**config.mk**
```make
export PLATFORM = sky130hd
export DESIGN_NAME = us_coloring_loader
export DESIGN_NICKNAME = d
export VERILOG_FILES = /design/src/rtl/us_coloring_loader.sv
export SDC_FILE = /design/constraint.sdc
export NUM_CORES = 1
export LEC_CHECK = 0
export CORE_ASPECT_RATIO = 1.4
export CORE_MARGIN = 8
export CORE_UTILIZATION = 60
export DETAILED_ROUTE_END_ITERATION = 10
export PLACE_DENSITY_LB_ADDON = 0.12
export SLEW_MARGIN = 40
export SYNTH_ARGS = -nofsm -noshare
export SYNTH_HDL_FRONTEND = slang
export SYNTH_SLANG_ARGS = --single-unit
```
**constraint.sdc**
```tcl
create_clock -name clk -period 35.6 [get_ports clk]
set_input_delay 5.34 -clock clk [delete_from_list [all_inputs] [get_ports clk]]
set_output_delay 5.34 -clock clk [all_outputs]
set_load 0.02 [all_outputs]
```
**src/rtl/us_coloring_loader.sv**
```systemverilog
// us_coloring_loader
// Upstream feeder for the 48-region US map-colouring checker. Collects one
// region colour per stream write into a registered 96-bit assignment vector,
// then on frame end samples the checker verdict together with coverage and
// index-range integrity, and hands out one result word over valid/ready.
//
// Optional build macro: US_COLORING_LOADER_DUPCHK_EN
//   defined   -> a repeated index within one frame flags an error
//   undefined -> repeated indices are accepted, last write wins
module us_coloring_loader #(
  parameter int NUM_REGIONS = 48,
  parameter int COLOR_W     = 2,
  parameter int IDX_W       = 6
) (
  input  logic                           clk,
  input  logic                           rst_n,
  input  logic                           in_valid,
  output logic                           in_ready,
  input  logic [IDX_W-1:0]               in_idx,
  input  logic [COLOR_W-1:0]             in_color,
  input  logic                           in_last,
  output logic [NUM_REGIONS*COLOR_W-1:0] coloring,
  input  logic                           chk_valid,
  output logic                           res_valid,
  input  logic                           res_ready,
  output logic                           res_ok,
  output logic [IDX_W-1:0]               res_missing,
  output logic                           res_err
);

  typedef enum logic [1:0] {IDLE, LOAD, CHECK, DONE} state_t;

  state_t                 state;
  logic [NUM_REGIONS-1:0] mask;
  logic                   err;
  logic                   accept;
  logic                   idx_ok;
  logic                   dup_hit;

  // Number of regions not yet covered in the current frame.
  function automatic logic [IDX_W-1:0] missing_count(input logic [NUM_REGIONS-1:0] m);
    int cnt;
    cnt = 0;
    for (int i = 0; i < NUM_REGIONS; i++) begin
      if (m[i]) cnt++;
    end
    return IDX_W'(NUM_REGIONS - cnt);
  endfunction

  assign accept = in_valid && in_ready;
  assign idx_ok = (32'(in_idx) < NUM_REGIONS);

`ifdef US_COLORING_LOADER_DUPCHK_EN
  assign dup_hit = mask[in_idx];
`else
  assign dup_hit = 1'b0;
`endif

  // Frame FSM: collects writes, samples the checker verdict, holds the result.
  always_ff @(posedge clk or negedge rst_n) begin
    if (!rst_n) begin
      state       <= IDLE;
      in_ready    <= 1'b0;
      coloring    <= '0;
      mask        <= '0;
      err         <= 1'b0;
      res_valid   <= 1'b0;
      res_ok      <= 1'b0;
      res_missing <= '0;
      res_err     <= 1'b0;
    end else begin
      case (state)
        IDLE, LOAD: begin
          in_ready <= 1'b1;
          if (accept) begin
            if (idx_ok) begin
              coloring[in_idx*COLOR_W +: COLOR_W] <= in_color;
              mask[in_idx]                        <= 1'b1;
              if (dup_hit) err <= 1'b1;
            end else begin
              // Out-of-range writes are dropped but still complete the handshake.
              err <= 1'b1;
            end
            if (in_last) begin
              state    <= CHECK;
              in_ready <= 1'b0;
            end else begin
              state <= LOAD;
            end
          end
        end
        CHECK: begin
          // coloring has been stable for a full cycle, so the verdict has settled.
          res_ok      <= chk_valid && (&mask) && !err;
          res_missing <= missing_count(mask);
          res_err     <= err;
          res_valid   <= 1'b1;
          state       <= DONE;
        end
        DONE: begin
          if (res_ready) begin
            // coloring is kept so the checker still sees the last candidate.
            res_valid <= 1'b0;
            mask      <= '0;
            err       <= 1'b0;
            in_ready  <= 1'b1;
            state     <= IDLE;
          end
        end
        default: begin
          state    <= IDLE;
          in_ready <= 1'b0;
        end
      endcase
    end
  end

endmodule

```
==> flow_metrics.env, run 1 <==
export IMPL_relSlewSlack_pct=46.7
export IMPL_finalCritPeriodShare_pct=86.2
export IMPL_overflow=0
export IMPL_synthFlopType="dfrtp_1"
export IMPL_cp_start_kind="register"
export IMPL_final_cell_mix="nand2_1, nor2_1, dfrtp_1"
export IMPL_postCtsSetupBuffers=0
export IMPL_drc_errors=0
export IMPL_max_freq_mhz=32.6
export IMPL_row_count=65
export IMPL_num_vias=11300
export IMPL_cts_tree="built"
export IMPL_end_kind="register"
export IMPL_area_growth_pct=14.3
export IMPL_die_area_um2=27500
export IMPL_place_ws_ns=5.23
export IMPL_fin_skew_ns=0.00905
export IMPL_critPathSlowestCell="a2111oi_0"
export IMPL_dp_cells=1893
export IMPL_cts_repair_resized=0
export IMPL_final_common_cell="nand2_1"
export IMPL_power_mw=1.21
export IMPL_die_h_um=193
export IMPL_outcome="finished clean"
export IMPL_yosys_warnings=0
export IMPL_start_util_pct=60.3
export IMPL_grt_pass1_vias=11600
export IMPL_multiInputGateArea_um2=9030
export IMPL_synth_seq_cells=157
export IMPL_routed_wl_um=33900
export IMPL_p_seq_share_pct=18.3
export IMPL_combPwrFrac_pct=65.8
export IMPL_ant_nets=0
export IMPL_slew_violations=0
export IMPL_hold_buffers=0
export IMPL_cp_max_fo=6
export IMPL_grt_pass1_wl_um=57100
export IMPL_maxCapViolCount=0
export IMPL_worst_slack_ns=4.90
export IMPL_synth_fp_nets=1611
export IMPL_ios=120
export IMPL_fill_cells=1853
export IMPL_synth_cell_types=87
export IMPL_vdd_drop_max_mv=0.0926
export IMPL_cts_buffers=17
export IMPL_rsz0062_at_grt="no"
export IMPL_cp_slowest_stage_delay_ns=0.68
export IMPL_setup_tns_ns=0
export IMPL_path_clk_slew_ns=0.06
export IMPL_clk_insertion_delay_late_ns=0.42
export IMPL_core_area_um2=22300
export IMPL_ys_async_sr_fraction_pct=100
export IMPL_viasPerCell=5.86
export IMPL_port_buffers=119
export IMPL_setup_viol=0
export IMPL_post_route_util_pct=69.0
export IMPL_power_density_nw_per_um2=78.7
export IMPL_syn_inst=1547
export IMPL_r2r_start="mask[0]"
export IMPL_synth_avg_cell_area_um2=8.69
export IMPL_p_int_mw=0.640
export IMPL_worst_path_most_repeated_cell="ha_1"
export IMPL_place_congestion=0.892
export IMPL_hp_class="register to register"
export IMPL_die_x_um=142
export IMPL_regArea_um2=3930
export IMPL_ys_seq_area_share_pct=29.2
export IMPL_worst_ep_required_time_ns=35.87
export IMPL_swShare_pct=47.1
export IMPL_grt_antenna_before_repair=1
export IMPL_grt_start_max_net_pins=85
export IMPL_synth_edf_count=0
export IMPL_path_class="register to register"
export IMPL_stdcell_count=1925
export IMPL_wl_per_cell_um=17.6
export IMPL_drt_iter0_drc=562
export IMPL_fin_nets=1675
export IMPL_clkPwrFrac_pct=15.9
export IMPL_dp_hpwl_um=26100
export IMPL_htreeDepth=4
export IMPL_firstDrtPassIters=5
export IMPL_clockBufferDepth=2
export IMPL_power_leakage_nw=6.60
export IMPL_hold_violations=0
export IMPL_worstHoldStart="coloring[32]"
export IMPL_drive_gt1_share_pct=10.2
export IMPL_cts_root_buf="clkbuf_16"
export IMPL_p_switching_mw=0.569
export IMPL_timing_critical_path_from="mask[0]"
export IMPL_synth_area_um2=13400
export IMPL_min_period_ns=30.70
export IMPL_cts_sinks=157
export IMPL_track_usage_pct=25.7
export IMPL_tightest_slew_ns=0.780
export IMPL_cp_arrival_ns=30.96
path summary, 6_finish.rpt:
| check | endpoint | slack (ns) | cells past startpoint |
|---|---|---|---|
| min in group asynchronous | mask[28] | 4.95 | 1 |
| min reg2reg | coloring[32] | 0.48 | 2 |
| min | coloring[32] | 0.48 | 2 |
| max | res_missing[5] | 4.90 | 160 |
| max reg2reg | res_missing[5] | 4.90 | 160 |
| max in group asynchronous | coloring[85] | 29.55 | 2 |
through the flow:
step | instance area (µm²) | hold slack (ns)
floorplan | 13400 | 0.472
global placement | 14700 | 0.460
detailed placement | 14700 | 0.470
CTS | 15400 | 0.483
global route | 15400 | 0.503
finish | 15400 | 0.477
sequential cells by signal (all words and copies together) (netlist names):
name,count
coloring,96
err,1
in_ready,1
mask,48
res_err,1
res_missing,6
res_ok,1
res_valid,1
state,2
worst max-delay path, delay by kind of cell (launching register included):
family                   cells  cell delay [ns]
adder cells (fa/ha/maj)     46            13.41
AO/OA/AOI/OAI               41             6.57
AND/OR/NAND/NOR             41             4.76
multiplexers                12             2.95
buffers and inverters       15             1.30
XOR/XNOR                     5             1.12
flip-flops                   1             0.37
Yosys cell counts (4+ instances only):
| library cell | instances | area [µm²] |
|---|---|---|
| nand2_1 | 198 | 743 |
| nor2_1 | 175 | 657 |
| dfrtp_1 | 157 | 3930 |
| xnor2_1 | 115 | 1010 |
| a21oi_1 | 91 | 455 |
| o21ai_0 | 79 | 395 |
| clkbuf_1 | 63 | 236 |
| mux2_2 | 62 | 698 |
| xor2_1 | 60 | 526 |
| ha_1 | 50 | 626 |
| inv_1 | 49 | 184 |
| nand3_1 | 42 | 210 |
| nor3_1 | 33 | 165 |
| mux2i_1 | 27 | 270 |
| nand4_1 | 27 | 169 |
| nand2b_1 | 19 | 119 |
| o31ai_1 | 19 | 143 |
| nor2b_1 | 18 | 113 |
| a31oi_1 | 16 | 100 |
| and2_1 | 16 | 100 |
| xnor2_2 | 15 | 244 |
| xnor3_1 | 15 | 338 |
| and3_1 | 12 | 75.1 |
| nand3b_1 | 11 | 82.6 |
| o22ai_1 | 11 | 68.8 |
| xnor2_4 | 9 | 248 |
| or3_1 | 8 | 50.1 |
| xor2_2 | 7 | 114 |
| a21o_1 | 6 | 45.0 |
| buf_2 | 6 | 30.0 |
| o21a_1 | 6 | 45.0 |
| o221ai_1 | 6 | 52.6 |
| or2_2 | 6 | 37.5 |
| xnor3_2 | 6 | 143 |
| nor3b_1 | 5 | 37.5 |
| nor4_1 | 5 | 31.3 |
| o21ai_1 | 5 | 25.0 |
| buf_4 | 4 | 30.0 |
| o22a_1 | 4 | 35.0 |
| o311ai_0 | 4 | 35.0 |
| o41ai_1 | 4 | 35.0 |
power groups by stage:
stage                     Clock [mW]  Combinational, mW  Sequential, mW
after floorplan                    0              0.628           0.222
after global placement             0              0.756           0.223
after detailed placement           0              0.787           0.224
after CTS                      0.194              0.794           0.221
after global routing           0.200              0.902           0.225
final                          0.192              0.795           0.221
routing by layer:
metal  vias to the layer above  track usage (%)  wire length (µm)
li1                       5513                -                 -
met1                      5431             27.6             13200
met2                       288             47.9             17800
met3                        51             6.38              2110
met4                         0             8.86               853
met5                         -                0                 0
cell type report:
class | instances | area share [%]
diodes | 1 | 0.0163
clock buffers | 20 | 3.04
clock inverters | 11 | 1.01
inverters | 51 | 1.25
multi-input cells | 1263 | 58.8
flip-flops and latches | 157 | 25.6
well taps | 301 | 2.45
repair buffers | 121 | 7.90
logic make-up (layout without fill, tap and decap cells):
kind of cell,after synthesis,in the layout,share of synthesized area [%]
simple gates,596,596,20.7
compound gates,293,293,13.5
xor+xnor,234,234,20.8
flops,157,157,29.2
buf+inv,127,203,3.78
mux,89,89,7.21
fa+ha+maj,51,51,4.73
other cells,0,1,0
Note: power is estimated with default switching activity, not from simulation.
==> run 2: changes to the inputs <==
Settings changed: CTS_CLUSTER_DIAMETER set to 40.
==> results of run 2 <==
Final layout, timing and power as in run 1 (identical DEF).
